--- config.mk ---
export PLATFORM = sky130hd
export DESIGN_NAME = fc_layer_feeder
export DESIGN_NICKNAME = d
export VERILOG_FILES = /design/src/rtl/fc_pkg.sv /design/src/rtl/fc_layer_feeder.sv
export SDC_FILE = /design/constraint.sdc
export NUM_CORES = 1
export LEC_CHECK = 0
export BUFFER_PORTS_ARGS = -buffer_cell sky130_fd_sc_hd__buf_2
export CAP_MARGIN = 20
export CORE_MARGIN = 2
export CORE_UTILIZATION = 45
export DETAILED_ROUTE_END_ITERATION = 16
export GPL_ROUTABILITY_DRIVEN = 1
export PLACE_DENSITY_LB_ADDON = 0.08
export SLEW_MARGIN = 20
export SYNTH_ARGS = -nofsm -noshare
export SYNTH_HDL_FRONTEND = slang
export SYNTH_SLANG_ARGS = --single-unit
--- constraint.sdc ---
create_clock -name clk_i -period 1.9 [get_ports clk_i]
set_input_delay 0.19 -clock clk_i [delete_from_list [all_inputs] [get_ports clk_i]]
set_output_delay 0.19 -clock clk_i [all_outputs]
set_load 0.02 [all_outputs]
--- src/rtl/fc_pkg.sv ---
// Shared types and defaults for the fully-connected layer feeder.
package fc_pkg;

  localparam int unsigned WORD_SIZE_DEF = 16;

  typedef enum logic [1:0] {
    FILL = 2'd0,
    FIRE = 2'd1,
    WAIT = 2'd2
  } fc_state_e;

endpackage

--- src/rtl/fc_layer_feeder.sv ---
// Collects INPUT_HEIGHT upstream words into a vector, pulses start to the
// downstream node, then waits for its completion before refilling.
module fc_layer_feeder
  import fc_pkg::*;
#(
  parameter int unsigned INPUT_HEIGHT = 4,
  parameter int unsigned WORD_SIZE    = WORD_SIZE_DEF,
  parameter int unsigned COUNT_WIDTH  = 8
) (
  input  logic                                    clk_i,
  input  logic                                    reset_i,
  input  logic                                    valid_i,
  input  logic [WORD_SIZE-1:0]                    data_i,
  output logic                                    ready_o,
  output logic [INPUT_HEIGHT-1:0][WORD_SIZE-1:0]  data_o,
  output logic                                    start_o,
  input  logic                                    done_i,
  output logic                                    busy_o,
  output logic [COUNT_WIDTH-1:0]                  vec_count_o
);

  localparam int unsigned IDX_W = $clog2(INPUT_HEIGHT + 1);
  localparam logic [IDX_W-1:0] IDX_LAST = IDX_W'(INPUT_HEIGHT - 1);

  fc_state_e r_state;
  fc_state_e w_next;

  logic [IDX_W-1:0]                    r_idx;
  logic [INPUT_HEIGHT-1:0][WORD_SIZE-1:0] r_data;
  logic [COUNT_WIDTH-1:0]              r_count;
  // Holds ready low until the first clock edge after reset release.
  logic                                r_live;
  logic                                w_hs;
  logic                                w_last;

  assign w_hs   = (r_state == FILL) && r_live && valid_i;
  assign w_last = (r_idx == IDX_LAST);

  always_ff @(posedge clk_i or negedge reset_i) begin
    if (!reset_i) begin
      r_state <= FILL;
    end else begin
      r_state <= w_next;
    end
  end

  always_comb begin
    w_next  = r_state;
    ready_o = 1'b0;
    start_o = 1'b0;
    busy_o  = 1'b1;
    case (r_state)
      FILL: begin
        ready_o = r_live;
        busy_o  = 1'b0;
        if (w_hs && w_last) begin
          w_next = FIRE;
        end
      end
      FIRE: begin
        start_o = 1'b1;
        w_next  = WAIT;
      end
      WAIT: begin
        if (done_i) begin
          w_next = FILL;
        end
      end
      default: begin
        busy_o = 1'b0;
        w_next = FILL;
      end
    endcase
  end

  always_ff @(posedge clk_i or negedge reset_i) begin
    if (!reset_i) begin
      r_live  <= 1'b0;
      r_idx   <= '0;
      r_data  <= '0;
      r_count <= '0;
    end else begin
      r_live <= 1'b1;
      if (w_hs) begin
        for (int unsigned i = 0; i < INPUT_HEIGHT; i++) begin
          if (r_idx == IDX_W'(i)) begin
            r_data[i] <= data_i;
          end
        end
        r_idx <= w_last ? '0 : r_idx + 1'b1;
      end
      if (r_state == FIRE) begin
        r_count <= r_count + 1'b1;
      end
    end
  end

  assign data_o      = r_data;
  assign vec_count_o = r_count;

endmodule

==> run_results.csv <==
group,metric,value,unit
clock_tree,cts_tree,"done",
timing,clock-skew-final,0.0114,ns
clock_tree,cts.sinks,78,
route,avgRoutedWirePerCell,15.4,um
timing,slew_viol_final,0,
floorplanning,dieArea,0.00795,sq mm
timing,rsz0062_at_grt,"no",
synth,syn_nets,226,
clock_tree,clk_pin_slew_worst_paths,0.08,ns
clock_tree,cts_max_level,3,
global_route,antenna_found_initial,0,
timing,period_minus_slack,1.79,ns
placement,placed_area,0.00390,sq mm
finish,final_util,58.6,%
worst_setup_path,r2r_cells,6,
hold_path,hold_depth,2,
placement,post-place-ws,-0.0408,ns
hold_path,hp-class,"input port to flop",
floorplanning,ios,95,
placement,port_buffers,94,
clock_tree,clk_latency,0.35,ns
worst_setup_path,worstPathCellList,"inv_2 > ha_4 > nand3_2 > nor3b_4 > clkbuf_16 > mux2_4",
floorplanning,placementRows,31,
worst_setup_path,path_class,"flop to flop",
worst_setup_path,required,2.14,ns
route,first_pass_iters,4,
clock_tree,clk_path_buf_depth,2,
synth,yosysSeqAreaShare,59.8,%
power,p_leak,0.00219,uW
worst_setup_path,startpoint_type,"flop",
global_route,grt_max_degree,79,
power,power.density,1810,mW/mm^2
finish,final_nets,336,
synth,syn_area,0.00327,sq mm
worst_setup_path,cp_top_family,"simple AND/OR/NAND/NOR gates",
route,drt-total-wl,6310,um
timing,max_freq,558,MHz
power,p_sw_share,37.8,%
finish,postLayoutCellArea,0.00418,sq mm
finish,syn2layout_area_growth,28.0,%
power,clockPowerShare,17.6,%
job,maxCapViolCount,0,
power,power.internal,4720,uW
synth,synth-edff-count,0,
hold_path,hold_end,"data_o[6]",
clock_tree,cts_buffers,9,
timing,finalWorstSetupSlack,0.108,ns
global_route,grt_pass1_vias,1819,
timing,setup_viol,0,
synth,synth_seq_cells,78,
power,p_total,7580,uW
route,num_vias,1926,
power,peakVddDrop,0.873,mV
route,ant_nets,0,
power,combPwrFrac,44.3,%
route,detail_route.iter0.violations,47,
worst_setup_path,regToRegSetupSlack,0.11,ns
clock_tree,cts_root_buf,"clkbuf_8",
synth,ys_async_sr_fraction,100,%
timing,hold_viol,0,
global_route,grt_usage,16.7,%
timing,tns,0,ns
power,seqPwrFrac,38.2,%
finish,drive_above_1_share,62.8,%
global_route,grt_overflow,0,
worst_setup_path,cp_max_fo,8,
worst_setup_path,arrival,2.03,ns
worst_setup_path,max_stage_delay,0.41,ns
route,drc,0,
worst_setup_path,end_kind,"flop",
synth,syn_inst,197,
finish,multi_input_area,0.00125,sq mm
outcome,status,"complete, no violations",
floorplanning,dieHeight,89.2,um
power,p_sw,2870,uW
finish,regArea,0.00195,sq mm
worst_setup_path,r2r-end,"data_o[27]",
finish,antennaDiodeCount,0,
floorplanning,initial_core_util,45.8,%
hold_path,hold_start,"data_i[6]",
worst_setup_path,worst_r2r_startpoint,"r_state[0]",
synth,ys_types,29,
worst_setup_path,cp_slowest_cell,"dfrtp_1",
floorplanning,design.core.area,0.00714,sq mm
synth,yosys_most_used_dff,"dfrtp_1",
placement,dpl.hpwl,4350,um
synth,ys_warn_count,0,
finish,fillers,616,
synth,synth.avg_cell_area,16.6,sq um
placement,gp_congestion,0.795,
timing,min_period_over_period,94.3,%
global_route,grt_pass1_wl,9730,um
worst_setup_path,critPathBufInv,2,
floorplanning,die_w,89.2,um
route,vias_per_cell,4.69,
==> routing by layer <==
layer | part of all wire [%] | track usage [%]
met1 | 46 | 23.2
met2 | 47 | 24.1
met3 | 5.5 | 4.80
met4 | 1.8 | 7.73
met5 | 0 | 0
==> cells by family after synthesis <==
kind of cell / share of synthesized area, %
compound gates: 0.690
other cells: 0.115
simple gates: 5.21
xor+xnor: 1.88
fa+ha+maj: 3.45
mux: 26.6
buf+inv: 2.34
flops: 59.8
==> through the flow <==
stage	std cells	hold WS, ns
global placement	392	0.252
global route	411	0.0992
finish	411	0.112
floorplan	197	-0.106
detailed placement	392	0.255
CTS	409	0.105
==> cell usage after synthesis, drive strengths merged (2+ instances only) <==
cell type	count	area (sq um)
xor2	3	26.3
nand2	3	11.3
buf	5	57.6
nand3b	2	40.0
and3	2	12.5
nand3	3	20.0
ha	9	113
inv	4	15.0
nand4	3	18.8
dfrtp	78	1950
xnor2	4	35.0
o21ai	2	10.0
mux2	67	867
nor2	2	15.0
==> power groups by stage <==
stage	Combinational [uW]	Clock (uW)	Sequential [uW]
2_1_floorplan	1320	0	3810
3_3_place_gp	3290	0	2910
3_5_place_dp	3340	0	2920
4_1_cts	3350	1370	2900
5_1_grt	3600	1450	3010
6_report	3360	1330	2890
==> area by class of cell <==
type | count | share of cell area (%)
tap | 99 | 2.96
inverter | 4 | 0.359
multi-input combinational | 109 | 29.9
clock buffer | 10 | 3.05
clock inverter | 6 | 2.06
timing repair buffer | 105 | 15.0
sequential | 78 | 46.7
==> worst max-delay path by stage <==
stage,start,end,slack (ns),cells past startpoint
global placement,r_state[0],data_o[8],0.01,5
detailed placement,r_state[1],data_o[11],-0.04,5
global route,r_state[0],data_o[27],0.01,6
finish,r_state[0],data_o[27],0.11,6
CTS,r_state[1],data_o[8],0.06,5
floorplan,r_state[0],data_o[22],0.12,6
==> layout by cell type (no fill, tap or decap), types with 2 or more instances in the layout <==
master     instances
inv_2              2
mux2_4            30
bufinv_16          2
buf_12             4
inv_1              2
ha_1               8
nand3_1            2
buf_2             93
dfrtp_1           78
o21ai_0            2
nand4_1            3
clkbuf_8           9
buf_4              6
clkinv_2           2
mux2_2            37
nand3b_4           2
xnor2_1            4
nand2_1            3
xor2_1             3
==> sequential cells by signal (all words and copies together), names as in the netlist <==
| name | flops |
|---|---|
| r_live | 1 |
| r_idx | 3 |
| data_o | 64 |
| vec_count_o | 8 |
| r_state | 2 |
==> timing repair <==
item	4_1_cts	5_1_grt
setup endpoints to repair	16	18
pin swaps	1	1
buffers inserted	0	1
resized for setup	1	4
endpoints found under the hold margin	78	0
cloned	0	1
hold buffers	1	0
No activity file was read; power rests on OpenSTA's default activity.
